## src/rtl/mul_share_arb.sv

```systemverilog
// mul_share_arb: round-robin arbiter sharing one multiplier between two clients.
// Captures operands, registers the product, returns it tagged with the owner ID.
module mul_share_arb #(
    parameter int DATAWIDTH = 8
) (
    input  logic                   clk,
    input  logic                   rst_n,
    input  logic                   req0,
    input  logic [DATAWIDTH-1:0]   a0,
    input  logic [DATAWIDTH-1:0]   b0,
    input  logic                   req1,
    input  logic [DATAWIDTH-1:0]   a1,
    input  logic [DATAWIDTH-1:0]   b1,
    output logic                   gnt0,
    output logic                   gnt1,
    output logic                   res_valid,
    input  logic                   res_ready,
    output logic                   res_id,
    output logic [2*DATAWIDTH-1:0] res_prod,
    output logic                   busy
);

    typedef enum logic [1:0] {
        IDLE = 2'd0,
        EXEC = 2'd1,
        RESP = 2'd2
    } state_t;

    state_t                 state_q, state_d;
    logic                   ptr_q, ptr_d;
    logic [DATAWIDTH-1:0]   op_a_q, op_a_d;
    logic [DATAWIDTH-1:0]   op_b_q, op_b_d;
    logic                   gnt0_q, gnt0_d;
    logic                   gnt1_q, gnt1_d;
    logic                   res_valid_q, res_valid_d;
    logic                   res_id_q, res_id_d;
    logic [2*DATAWIDTH-1:0] res_prod_q, res_prod_d;

    logic                   any_req;
    logic                   sel1;
    logic [2*DATAWIDTH-1:0] mul_prod;

    // ptr_q=1 gives requester 1 priority; a lone requester always wins
    assign any_req  = req0 | req1;
    assign sel1     = req1 & (~req0 | ptr_q);
    assign mul_prod = {{DATAWIDTH{1'b0}}, op_a_q} * {{DATAWIDTH{1'b0}}, op_b_q};

    // State register; reset abandons any transaction in flight
    always_ff @(posedge clk or negedge rst_n) begin
        if (!rst_n) begin
            state_q <= IDLE;
        end else begin
            state_q <= state_d;
        end
    end

    // Next-state: issue on any request, one EXEC cycle, wait in RESP for ready
    always_comb begin
        state_d = state_q;
        case (state_q)
            IDLE:    if (any_req) state_d = EXEC;
            EXEC:    state_d = RESP;
            RESP:    if (res_ready) state_d = IDLE;
            default: state_d = IDLE;
        endcase
    end

    // Registered outputs and datapath: capture winner, load product, release
    always_comb begin
        ptr_d       = ptr_q;
        op_a_d      = op_a_q;
        op_b_d      = op_b_q;
        gnt0_d      = 1'b0;
        gnt1_d      = 1'b0;
        res_valid_d = res_valid_q;
        res_id_d    = res_id_q;
        res_prod_d  = res_prod_q;
        case (state_q)
            IDLE: begin
                if (any_req) begin
                    op_a_d   = sel1 ? a1 : a0;
                    op_b_d   = sel1 ? b1 : b0;
                    res_id_d = sel1;
                    gnt0_d   = ~sel1;
                    gnt1_d   = sel1;
                end
            end
            EXEC: begin
                res_prod_d  = mul_prod;
                res_valid_d = 1'b1;
            end
            RESP: begin
                if (res_ready) begin
                    res_valid_d = 1'b0;
                    ptr_d       = ~res_id_q;
                end
            end
            default: begin
                res_valid_d = 1'b0;
            end
        endcase
    end

    // Output and operand flops
    always_ff @(posedge clk or negedge rst_n) begin
        if (!rst_n) begin
            ptr_q       <= 1'b0;
            op_a_q      <= '0;
            op_b_q      <= '0;
            gnt0_q      <= 1'b0;
            gnt1_q      <= 1'b0;
            res_valid_q <= 1'b0;
            res_id_q    <= 1'b0;
            res_prod_q  <= '0;
        end else begin
            ptr_q       <= ptr_d;
            op_a_q      <= op_a_d;
            op_b_q      <= op_b_d;
            gnt0_q      <= gnt0_d;
            gnt1_q      <= gnt1_d;
            res_valid_q <= res_valid_d;
            res_id_q    <= res_id_d;
            res_prod_q  <= res_prod_d;
        end
    end

    assign gnt0      = gnt0_q;
    assign gnt1      = gnt1_q;
    assign res_valid = res_valid_q;
    assign res_id    = res_id_q;
    assign res_prod  = res_prod_q;
    assign busy      = (state_q != IDLE);

endmodule

```

## config.mk

```make
export PLATFORM = sky130hd
export DESIGN_NAME = mul_share_arb
export DESIGN_NICKNAME = d
export VERILOG_FILES = /design/src/rtl/mul_share_arb.sv
export SDC_FILE = /design/constraint.sdc
export NUM_CORES = 1
export LEC_CHECK = 0
export ABC_AREA = 0
export CORE_MARGIN = 2
export CORE_UTILIZATION = 40
export DETAILED_ROUTE_END_ITERATION = 10
export SLEW_MARGIN = 15
export SYNTH_ARGS = -nofsm -noshare
export SYNTH_HDL_FRONTEND = slang
export SYNTH_SLANG_ARGS = --single-unit
```

## constraint.sdc

```tcl
create_clock -name clk -period 5.2 [get_ports clk]
set_input_delay 0.78 -clock clk [delete_from_list [all_inputs] [get_ports clk]]
set_output_delay 0.78 -clock clk [all_outputs]
set_load 0.02 [all_outputs]
```

### Word-level counts from Yosys, hierarchy flattened

Index checks and enable logic that the tools add are counted.

| storage, ports and cells | value |
|---|---|
| register bits | 39 |
| input port bits | 37 |
| output and inout port bits | 21 |
| word-level logic and storage cells | 38 |

| operators by class | value |
|---|---|
| multiply operators | 1 |
| equality and inequality tests | 4 |
| multiplexer cells | 11 |
| bitwise gates (word level) | 7 |
| reductions and logical operators | 6 |

Operators with widths:

| kind | count |
|---|---|
| multiplier 8 x 8 -> 16 bit | 1 |
| two-way mux 8 bit | 2 |
| AND reduction 2 bit | 4 |
| one-hot mux 2 bit (3 select lines) | 1 |
| two-way mux 1 bit | 5 |
| two-way mux 2 bit | 2 |
| != test 2 bit (second input constant) | 2 |
| inverter 1 bit | 4 |
| one-hot mux 1 bit (3 select lines) | 1 |
| equality test 2 x 1 -> 1 bit (second input constant) | 1 |
| equality test 2 bit (second input constant) | 1 |
| zero test 2 bit | 1 |
| OR 1 bit | 2 |
| nonzero test 2 bit | 1 |
| bitwise AND 1 bit | 1 |

### Longest topological paths before layout

| depth | value |
|---|---|
| word-level depth | 6 |
| depth in mapped cells | 15 |
| depth with buffers taken out | 15 |

### Least setup slack after synthesis

OpenSTA, ideal clock, no wires.

| path | value |
|---|---|
| path kind | reg2reg |
| start | register op_b_q[7] |
| end | register res_prod_q[12], in the netlist res_prod[12] |
| library setup time | 123 ps |
| arrival time | 3891 ps |
| required time | 5077 ps |
| setup slack | 1186 ps |
| cell stages (with the launch flop) | 14 |
| path buffers | 0 |
| clock period less this slack | 4014 ps |
| path through | dfrtp_1 > and2_1 > fa_1 > fa_1 > fa_1 > inv_1 > fa_1 > inv_1 > ha_1 > a21oi_1 > a21boi_0 > a31oi_1 > xor2_1 > o21ai_1 |

| on the way | value |
|---|---|
| cells in the longest elaborated chain, start to end | 1 |

RTL lines:

| what | line | RTL |
|---|---|---|
| from (decl) | 32 | `logic [DATAWIDTH-1:0] op_b_q, op_b_d;` |
| from (signal assigned) | 118 | `op_b_q <= op_b_d;` |
| multiplier 8 x 8 -> 16 bit | 46 | `assign mul_prod = {{DATAWIDTH{1'b0}}, op_a_q} * {{DATAWIDTH{1'b0}}, op_b_q};` |
| to (signal assigned) | 123 | `res_prod_q <= res_prod_d;` |
| to (decl) | 37 | `logic [2*DATAWIDTH-1:0] res_prod_q, res_prod_d;` |

No other way between the ends.
A chain may end at the register's enable or synchronous reset.

### Worst setup path in the final report

Ends and elaborated chain as after synthesis.

==> metrics <==
Rel. slew slack 29.7%; post-synthesis cell count 382; #FFs+latches synth 39; Clock Path Buffers 2; Port Buffers 57; Post-synth EDFFs 0; row count 34; share of cells above drive strength 1 4.55%; Layout Nets 548; clk slew on worst S/H paths 90 ps; startpoint type of the worst setup path register; grt total ovfl 0; DP Wirelength 6220 µm; clock sink total 39; Critical Path AT 4570 ps; YS warnings 0; core region area 8760 µm²; Num CTS Buffers 5; Async SR Flop Fraction 100%; Met1 Routed Length 3850 µm; Distinct cells, synth 40; TritonCTS clock tree done; Hold Crit Class register to register; first-pass GRT wire length 13700 µm; RSZ-0062 raised after global routing false; IO Pins 58; period utilization 85.0%; Final Skew 13.4 ps; largest net degree at the start of global routing 40; DR top layer met4; metal3 WL 200 µm; setup violators final 0; Avg Vias per Cell 4.96; area delta synth->final 20.9%; Crit Path Class register to register; status complete, no violations; die area 9900 µm²; vias 2717; routed len/inst 14.4 µm; final hold violation count 0; Max H-tree Level 2; antenna violations before repair 0; RD Place Congestion 0.876; Sequential Area 976 µm²; DR WL met2 3760 µm; Chip Height 99.5 µm; FILL cells 841; Tmin final 4420 ps; sequential area share after synthesis 26.7%; CP endpoint kind register; Syn Area/Cell 9.55 µm²; Residual DRC 0; area share of the largest cell type after synthesis 26.7%; Max Freq 226 MHz; cell taking the most area after synthesis dfrtp_1; TritonRoute pass-1 iters 6; Multi-input gate area 2440 µm²; setup TNS 0 ps; initial core utilization 41.6%; required time worst endpoint 5350 ps; Antenna Cells 0; Detailed Route WL 7860 µm; max-cap violations 0; CTS resizes 0; root buffer cell clkbuf_8; die width 99.5 µm; First DRT Iteration DRCs 105; crit-path max FO 9; max-slew violations 0; Most used DFF post-synth dfrtp_1; Post-CTS Hold Fix Bufs 0; Tot GR Track Use 17.3%; setup bufs post-CTS 0; Slew @ Worst Pin 1050 ps; Mapped Nets 491; vias in the first global route 2818; synth top area cells dfrtp_1 (27%), fa_1 (20%), ha_1 (12%), and2_1 (8.9%), nand2_1 (6.8%); antenna-violating nets left 0; mapped cell area 3650 µm²; worst skew pair latency 290 ps
==> critical path, cell delays in order, from the launching register on <==
cell and delay (ps):
dfrtp_1 510, and2_1 240, fa_1 510, fa_1 530, fa_1 550, inv_1 60
fa_1 530, inv_1 40, ha_1 340, a21oi_1 270, a21boi_0 210, a31oi_1 250
xor2_1 170, o21ai_1 70
==> path summary, 6_finish.rpt <==
kind | slack, ps | cells after the start | from | to
min in group asynchronous | 610 | 1 | rst_n | res_prod[13]
min reg2reg | 480 | 2 | res_prod[9] | res_prod[9]
min | 480 | 2 | res_prod[9] | res_prod[9]
max reg2reg | 780 | 13 | op_b_q[7] | res_prod[12]
max | 780 | 13 | op_b_q[7] | res_prod[12]
max in group asynchronous | 4040 | 1 | rst_n | op_a_q[4]
==> metrics by stage <==
stage          setup WS (ps)  util (%)  area, µm²  cells  hold WS [ps]
2_1_floorplan           1190         -       3650    382           451
4_1_cts                  760      50.3       4410    548           487
3_5_place_dp             799      49.1       4300    540           468
6_report                 779      50.3       4410    548           482
5_1_grt                  515      50.3       4410    548           513
3_3_place_gp             834      49.1       4300    540           462
==> state kept, by name, summed over array words and instances, names as in the netlist <==
register   count
gnt0           1
gnt1           1
op_a_q         8
op_b_q         8
ptr_q          1
res_id         1
res_prod      16
res_valid      1
state_q        2
==> logic make-up after synthesis <==
kind of cell	Yosys count	synth area share (%)
AOI/OAI and AO/OA	63	11.8
and+or+nand+nor	135	18.6
muxes	8	2.19
DFF	39	26.7
buffers and inverters	56	6.41
xor gates and xnor gates	9	2.16
adders and majority gates	72	32.1
==> placed cells by master, fill, tap and decap left out, drive strengths merged, types with 2 or more instances in the layout <==
cell type / n
o211ai: 3
a21oi: 10
xor2: 8
fa: 36
dfrtp: 39
and2: 52
nand2: 66
o21ai: 23
clkdlybuf4s50: 56
clkbuf: 5
clkinv: 2
o31ai: 2
nand3: 2
nor2: 4
nand2b: 3
nor2b: 3
a22oi: 8
mux2i: 8
inv: 49
o21a: 2
ha: 36
a21o: 6
a31oi: 4
==> cells in the mapped netlist, drive strengths merged, types with 2 or more instances <==
master	number
nand2	66
and2	52
inv	49
dfrtp	39
fa	36
ha	36
o21ai	23
a21oi	10
a22oi	8
mux2i	8
xor2	8
buf	7
a21o	6
a31oi	4
nor2	4
nand2b	3
nor2b	3
o211ai	3
nand3	2
o21a	2
o31ai	2
==> cell type report <==
class	count	area share, %
multi-input combinational	287	55.3
sequential	39	22.1
timing repair buffer	57	12.8
inverter	49	4.17
tap	108	3.06
clock buffer	5	1.56
clock inverter	3	0.993
==> layer usage <==
layer	global-route usage, %	vias up
met3	2.25	2
li1	-	1346
met2	27.3	40
met4	4.11	0
met5	0	-
met1	25.3	1329
Power is not shown: default switching activity piles up to over one toggle a cycle in this logic, so the estimate is an artifact.
